--- config.mk ---
export PLATFORM = sky130hd
export DESIGN_NAME = ifetch
export DESIGN_NICKNAME = d
export VERILOG_FILES = /design/src/rtl/ifetch.sv
export SDC_FILE = /design/constraint.sdc
export NUM_CORES = 1
export LEC_CHECK = 0
export ABC_AREA = 1
export ABC_CLOCK_PERIOD_IN_PS = 9750
export BUFFER_PORTS_ARGS = -buffer_cell sky130_fd_sc_hd__buf_2
export CAP_MARGIN = 20
export CORE_MARGIN = 3
export CORE_UTILIZATION = 25
export CTS_CLUSTER_DIAMETER = 200
export CTS_CLUSTER_SIZE = 30
export DETAILED_ROUTE_END_ITERATION = 10
export GPL_TIMING_DRIVEN = 0
export PLACE_DENSITY = 0.47
export SLEW_MARGIN = 20
export SYNTH_ARGS = -nofsm -noshare
export SYNTH_HDL_FRONTEND = slang
export SYNTH_SLANG_ARGS = --single-unit
--- constraint.sdc ---
create_clock -name i_clk -period 9.75 [get_ports i_clk]
set_clock_uncertainty 0.05 [all_clocks]
set_input_delay 1.4625 -clock i_clk [delete_from_list [all_inputs] [get_ports i_clk]]
set_output_delay 1.4625 -clock i_clk [all_outputs]
set_load 0.05 [all_outputs]
--- src/rtl/ifetch.sv ---
// Instruction fetch front end: credit-limited requests to instruction memory,
// in-order response buffer to decode, and flush with stale-response dropping.
module ifetch #(
  parameter logic [31:0] RESET_PC = 32'h8000_0000,
  parameter int          DEPTH    = 2
) (
  input  logic        i_clk,
  input  logic        i_rst_n,
  output logic        o_req_val,
  input  logic        i_req_rdy,
  output logic [31:0] o_req_addr,
  input  logic        i_rsp_val,
  input  logic [31:0] i_rsp_data,
  output logic [31:0] o_ir,
  output logic [31:0] o_pc,
  output logic        o_ir_val,
  input  logic        i_ir_rdy,
  input  logic        i_flush,
  input  logic [31:0] i_flush_pc
);

  localparam int CW = $clog2(DEPTH + 1);
  localparam int PW = $clog2(DEPTH);
  localparam int DW = 16;

  logic [31:0]   r_pc;
  logic [31:0]   r_rsp_pc;
  logic [CW-1:0] r_outstanding;
  logic [CW-1:0] r_count;
  logic [DW-1:0] r_drop;
  logic [PW-1:0] r_wptr;
  logic [PW-1:0] r_rptr;
  logic [31:0]   r_buf_ir [DEPTH];
  logic [31:0]   r_buf_pc [DEPTH];

  logic [31:0]   w_flush_pc;
  logic [CW:0]   w_credits_used;
  logic          w_req_fire;
  logic          w_dropping;
  logic          w_push;
  logic          w_pop;

  assign w_flush_pc     = i_flush_pc & 32'hFFFF_FFFC;
  assign w_credits_used = {1'b0, r_outstanding} + {1'b0, r_count};

  // Gated by reset so the request line is quiet while reset is held.
  assign o_req_val  = i_rst_n & ~i_flush & (w_credits_used < DEPTH[CW:0]);
  assign o_req_addr = r_pc;
  assign w_req_fire = o_req_val & i_req_rdy;

  assign w_dropping = (r_drop != '0);
  assign w_push     = i_rsp_val & ~w_dropping & ~i_flush;

  assign o_ir_val = (r_count != '0) & ~i_flush;
  assign w_pop    = o_ir_val & i_ir_rdy;
  assign o_ir     = r_buf_ir[r_rptr];
  assign o_pc     = r_buf_pc[r_rptr];

  always_ff @(posedge i_clk or negedge i_rst_n) begin
    if (!i_rst_n) begin
      r_pc     <= RESET_PC;
      r_rsp_pc <= RESET_PC;
    end else if (i_flush) begin
      r_pc     <= w_flush_pc;
      r_rsp_pc <= w_flush_pc;
    end else begin
      if (w_req_fire) r_pc     <= r_pc + 32'd4;
      if (w_push)     r_rsp_pc <= r_rsp_pc + 32'd4;
    end
  end

  // Outstanding only tracks requests whose responses will be kept; on flush
  // those move into the drop counter.
  always_ff @(posedge i_clk or negedge i_rst_n) begin
    if (!i_rst_n) begin
      r_outstanding <= '0;
      r_drop        <= '0;
    end else if (i_flush) begin
      r_outstanding <= '0;
      r_drop        <= r_drop + DW'(r_outstanding) - DW'(i_rsp_val);
    end else begin
      case ({w_req_fire, w_push})
        2'b10:   r_outstanding <= r_outstanding + CW'(1);
        2'b01:   r_outstanding <= r_outstanding - CW'(1);
        default: r_outstanding <= r_outstanding;
      endcase
      if (i_rsp_val && w_dropping) r_drop <= r_drop - DW'(1);
    end
  end

  always_ff @(posedge i_clk or negedge i_rst_n) begin
    if (!i_rst_n) begin
      r_count <= '0;
      r_wptr  <= '0;
      r_rptr  <= '0;
    end else if (i_flush) begin
      r_count <= '0;
      r_wptr  <= '0;
      r_rptr  <= '0;
    end else begin
      if (w_push) r_wptr <= r_wptr + PW'(1);
      if (w_pop)  r_rptr <= r_rptr + PW'(1);
      case ({w_push, w_pop})
        2'b10:   r_count <= r_count + CW'(1);
        2'b01:   r_count <= r_count - CW'(1);
        default: r_count <= r_count;
      endcase
    end
  end

  always_ff @(posedge i_clk) begin
    if (w_push) begin
      r_buf_ir[r_wptr] <= i_rsp_data;
      r_buf_pc[r_wptr] <= r_rsp_pc;
    end
  end

endmodule

# Word-level counts from Yosys, hierarchy flattened
# Memory sizes are Yosys's and may differ from the RTL's.
# Index checks and enable logic that the tools add are counted.
[classes]
addsub = 12
magnitude_cmp = 1
n_eq_ne = 4
mux = 16
bitwise = 9
n_reduce_logical = 9
[ops]
columns = ["operator", "count"]
rows = [
  ["2-to-1 mux 32 bit", 4],
  ["adder 32 x 3 -> 32 bit (second input constant)", 2],
  ["2-to-1 mux 16 bit", 2],
  ["adder 16 x 2 -> 16 bit", 1],
  ["nonzero test 16 bit", 1],
  ["subtractor 16 x 1 -> 16 bit", 1],
  ["subtractor 16 x 1 -> 16 bit (second input constant)", 1],
  ["nonzero test 2 bit", 5],
  ["case mux 2 bit (2 select lines)", 2],
  ["AND 1 bit", 7],
  ["2-to-1 mux 1 bit", 6],
  ["nonzero test 3 bit", 2],
  ["adder 2 x 1 -> 2 bit (second input constant)", 2],
  ["equality test 2 x 1 -> 1 bit (second input constant)", 2],
  ["equality test 2 bit (second input constant)", 2],
  ["2-to-1 mux 2 bit", 2],
  ["subtractor 2 x 1 -> 2 bit (second input constant)", 2],
  ["adder 2 x 2 -> 3 bit", 1],
  ["less-than comparator 3 x 2 -> 1 bit (second input constant)", 1],
  ["adder 1 bit (second input constant)", 2],
  ["NOT 1 bit", 2],
  ["logical AND 1 bit", 1],
]
[word_totals]
ff_bits = 86
mem_bits_rw = 128
inputBits = 70
output_inout_bits = 98
word_cells = 60
n_memories = 2
[mem_list]
columns = ["name", "depth", "word_bits", "read_ports", "rd_ports_with_merged_regs", "wr", "line", "source"]
rows = [
  ["r_buf_ir", 2, 32, 1, 0, 1, "33", "logic [31:0] r_buf_ir [DEPTH];"],
  ["r_buf_pc", 2, 32, 1, 0, 1, "34", "logic [31:0] r_buf_pc [DEPTH];"],
]

# Longest topological paths before layout
[logic_depth]
depth_word = 7
ltp_mapped = 16
mapped_depth_nobuf = 16

# Least setup slack after synthesis
# No wires, ideal clock.
[synth_timing]
path_type = "input-to-reg"
start = "input port i_rsp_val"
end = "memory r_buf_ir[0][0] (enable)"
setup_ps = 483
arrival_ps = 4417
required_time_ps = 9217
setup_slack_ps = 4799
stages = 4
n_path_buf = 0
cell_sequence = "nand3_2 > inv_1 > nand2_2 > nor2_1"
[synth_between]
elab_chain_len = 4
[synth_rtl]
columns = ["element", "line", "source"]
rows = [
  ["from (decl)", "12", "input logic i_rsp_val,"],
  ["AND 1 bit (2 in series)", "52", "assign w_push = i_rsp_val & ~w_dropping & ~i_flush;"],
  ["2-to-1 mux 1 bit", "112", "if (w_push) begin"],
  ["2-to-1 mux 1 bit (not written as such)", "113", "r_buf_ir[r_wptr] <= i_rsp_data;"],
  ["to (decl)", "33", ""],
]
# Every way passes these cells.

# Worst setup path after layout
[layout_timing]
start = "input port i_rst_n"
end = "output port o_req_val"
[layout_between]
elab_chain_len = 2
[layout_rtl]
columns = ["element", "line", "source"]
rows = [
  ["from (decl)", "8", "input logic i_rst_n,"],
  ["AND 1 bit (2 in series)", "47", "assign o_req_val = i_rst_n & ~i_flush & (w_credits_used < DEPTH[CW:0]);"],
  ["to (decl)", "9", "output logic o_req_val,"],
]
# Every way passes these cells.

==> impl_metrics.toml <==
[status]
status = "finished clean"

[logic_synthesis]
synth_compound_area_share_pct = 6.76
synth_top_family_by_area = "simple AND/OR/NAND/NOR gates"
yosysWarnings = 0
synthMuxAreaShare_pct = 6.30
avgSynthCellArea_um2 = 9.55
yosysSeqAreaShare_pct = 52.2
synth-simple-area-share_pct = 21.5
synth_flop_cell = "edfxtp_1"
syn_area_mm2 = 0.0111
synthCells = 1160
synthAdderAreaFrac_pct = 4.88
synth.distinct_cells = 46
ys_seq_elements = 206
synth_edf_count = 124
synth-async-reset-ratio_pct = 39.8
synthXorXnorAreaFrac_pct = 3.00

[power_and_ir_drop]
p_per_area_mw_per_mm2 = 213
power.total_mw = 2.78
leakagePower_nw = 5.54
max-vdd-ir-drop_uv = 90.7

[clock_tree]
insertion_delay_ns = 0.48
cts.repair.resized = 0
clkSlewWorstSetupHoldPaths_ns = 0.11
h-tree-depth = 1
cts_max_path_buffers = 3
cts_hold_buf = 0
cts_buffers = 10
cts_tree = "done"
cts.sinks = 206
cts_root_buf = "clkbuf_16"
post_cts_buffers = 0

[floorplan]
chipWidth_um = 216
placementRows = 76
dieArea_mm2 = 0.0469
die_h_um = 216
design.core.area_mm2 = 0.0435
pin_count = 168
initial_utilization_pct = 25.5

[worst_setup_path]
cp.arrival_ns = 2.59
start_kind = "input pin"
timing.rr.end = "r_buf_ir[0][11]"
critPathKind = "input pin to output pin"
cp-startpoint = "i_rst_n"
worst_r2r_path_depth = 9
worstPathRequired_ns = 8.24
critPathCaptureType = "output pin"
path_max_fanout = 70
r2r_slack_ns = 6.75
reg2reg_from = "r_drop[9]"

[timing]
rsz0062_at_grt = "no"
setup_violations = 0
slew_violations = 0
fin_crit_sh_pct = 42.1
max_slew_margin_pct = 47.2
finalCriticalPeriod_ns = 4.10
tightest_slew_ns = 0.793
final_hold_viol_count = 0
fmax_ghz = 0.244
setup_tns_ns = 0

[global_route]
grt_pass1_wl_mm = 50.0
antenna_found_initial = 2
grt_start_max_net_pins = 71
grt.total_usage_pct = 13.6
first_global_vias = 8387
grt-ovfl-total = 0

[min_path]
hp-class = "flop to flop"
min_path_cells = 0
hold_end = "r_buf_pc[1][30]"
min_from = "r_rsp_pc[30]"

[route]
wl_per_cell_um = 17.1
dr.pass1.iters = 5
finalWirelength_mm = 33.0
num_vias = 8589
drcViolationCount = 0
dr.first_iter.drc_count = 542
post_drt_via_cell_ratio = 4.45
postRouteAntennaNets = 0

[final_layout]
drive_gt1_share_pct = 22.9
num-nets-final = 1453
area_growth_pct = 18.1

[placed_design]
io_buffers = 161
gp_congestion = 0.907
hpwl_mm = 25.7

[flow_run]
max_cap_viol_count = 0
==> registers in the layout, indices dropped and copies added, names as in the netlist <==
register	cells
r_buf_ir	64
r_outstanding	2
r_buf_pc	60
r_drop	16
o_req_addr	30
r_rptr	1
r_wptr	1
r_rsp_pc	30
r_count	2
==> layout by cell type, fill, tap and decap left out, types with 15 or more instances in the layout <==
master,Yosys,layout
dfrtp_1,80,80
o211ai_1,15,15
inv_1,114,114
nand3_1,81,81
xor2_1,31,31
nand4_1,19,19
buf_2,15,175
nor3_1,15,15
edfxtp_1,124,124
nand2_1,290,290
mux2_2,62,62
a21oi_1,36,36
ha_1,40,40
nor2_1,89,87
o21ai_0,39,39
==> worst max-delay path by stage <==
stage                      endpoint
finish                    o_req_val
floorplan            r_buf_ir[0][0]
CTS                       o_req_val
global placement    r_buf_pc[0][29]
detailed placement        o_req_val
global route              o_req_val
==> Yosys cell counts (5+ instances only) <==
cell type | count | share of area (%)
a21oi_1 | 36 | 1.6
a31oi_1 | 7 | 0.40
buf_2 | 15 | 0.68
buf_4 | 6 | 0.41
dfrtp_1 | 80 | 18
edfxtp_1 | 124 | 34
ha_1 | 40 | 4.5
inv_1 | 114 | 3.9
mux2_2 | 62 | 6.3
nand2_1 | 290 | 9.8
nand2_2 | 8 | 0.45
nand3_1 | 81 | 3.7
nand3_2 | 6 | 0.54
nand4_1 | 19 | 1.1
nor2_1 | 89 | 3.0
nor2_2 | 10 | 0.56
nor2_4 | 5 | 0.51
nor3_1 | 15 | 0.68
nor3_2 | 5 | 0.45
o211ai_1 | 15 | 1.0
o21ai_0 | 39 | 1.8
o21ai_1 | 6 | 0.27
o21bai_1 | 11 | 0.75
o221ai_1 | 7 | 0.55
xnor2_1 | 7 | 0.55
xor2_1 | 31 | 2.5
==> kinds of logic after synthesis <==
family          after synthesis
compound gates              126
buf+inv                     147
fa+ha+maj                    42
mux                          62
other cells                   1
xor+xnor                     38
simple gates                538
flops                       206
==> layer usage <==
| layer | vias up | GRT usage, % | wire length, µm |
|---|---|---|---|
| li1 | 4267 | - | - |
| met1 | 4094 | 17.7 | 14600 |
| met2 | 196 | 24.1 | 16100 |
| met3 | 30 | 2.43 | 1740 |
| met4 | 2 | 2.36 | 462 |
| met5 | - | 0 | 13 |
==> report_power, final <==
group,total [mW],switching [mW],internal [mW]
sequential,1.08,0.0827,0.998
combinational,1.19,0.806,0.386
clock,0.511,0.274,0.237
==> through the flow <==
stage | worst slack [ns] | cell area, µm² | utilization (%) | hold slack [ns] | cells
detailed placement | 5.57 | 12800 | 29.4 | 0.432 | 1914
floorplan | 4.80 | 11100 | - | 0.387 | 1163
global placement | 2.51 | 12600 | 29.1 | 0.405 | 1909
finish | 5.65 | 13100 | 30.1 | 0.450 | 1931
CTS | 5.57 | 13100 | 30.1 | 0.461 | 1930
global route | 5.51 | 13100 | 30.1 | 0.477 | 1930
==> area by class of cell <==
| type | count | area [µm²] |
|---|---|---|
| Timing Repair Buffer | 166 | 927 |
| Multi-Input combinational cell | 810 | 4730 |
| Buffer | 28 | 150 |
| Antenna cell | 1 | 2.50 |
| Tap cell | 585 | 732 |
| Clock inverter | 1 | 30.0 |
| Clock buffer | 15 | 290 |
| Inverter | 119 | 448 |
| Sequential cell | 206 | 5780 |
| Fill cell | 4563 | 30400 |
==> worst max-delay path, stage by stage <==
cell and delay [ns]:
buf_6 0.19, buf_16 0.35, nand3_2 0.21, inv_1 0.08, buf_2 0.26
(Power assumes the default switching activity.)
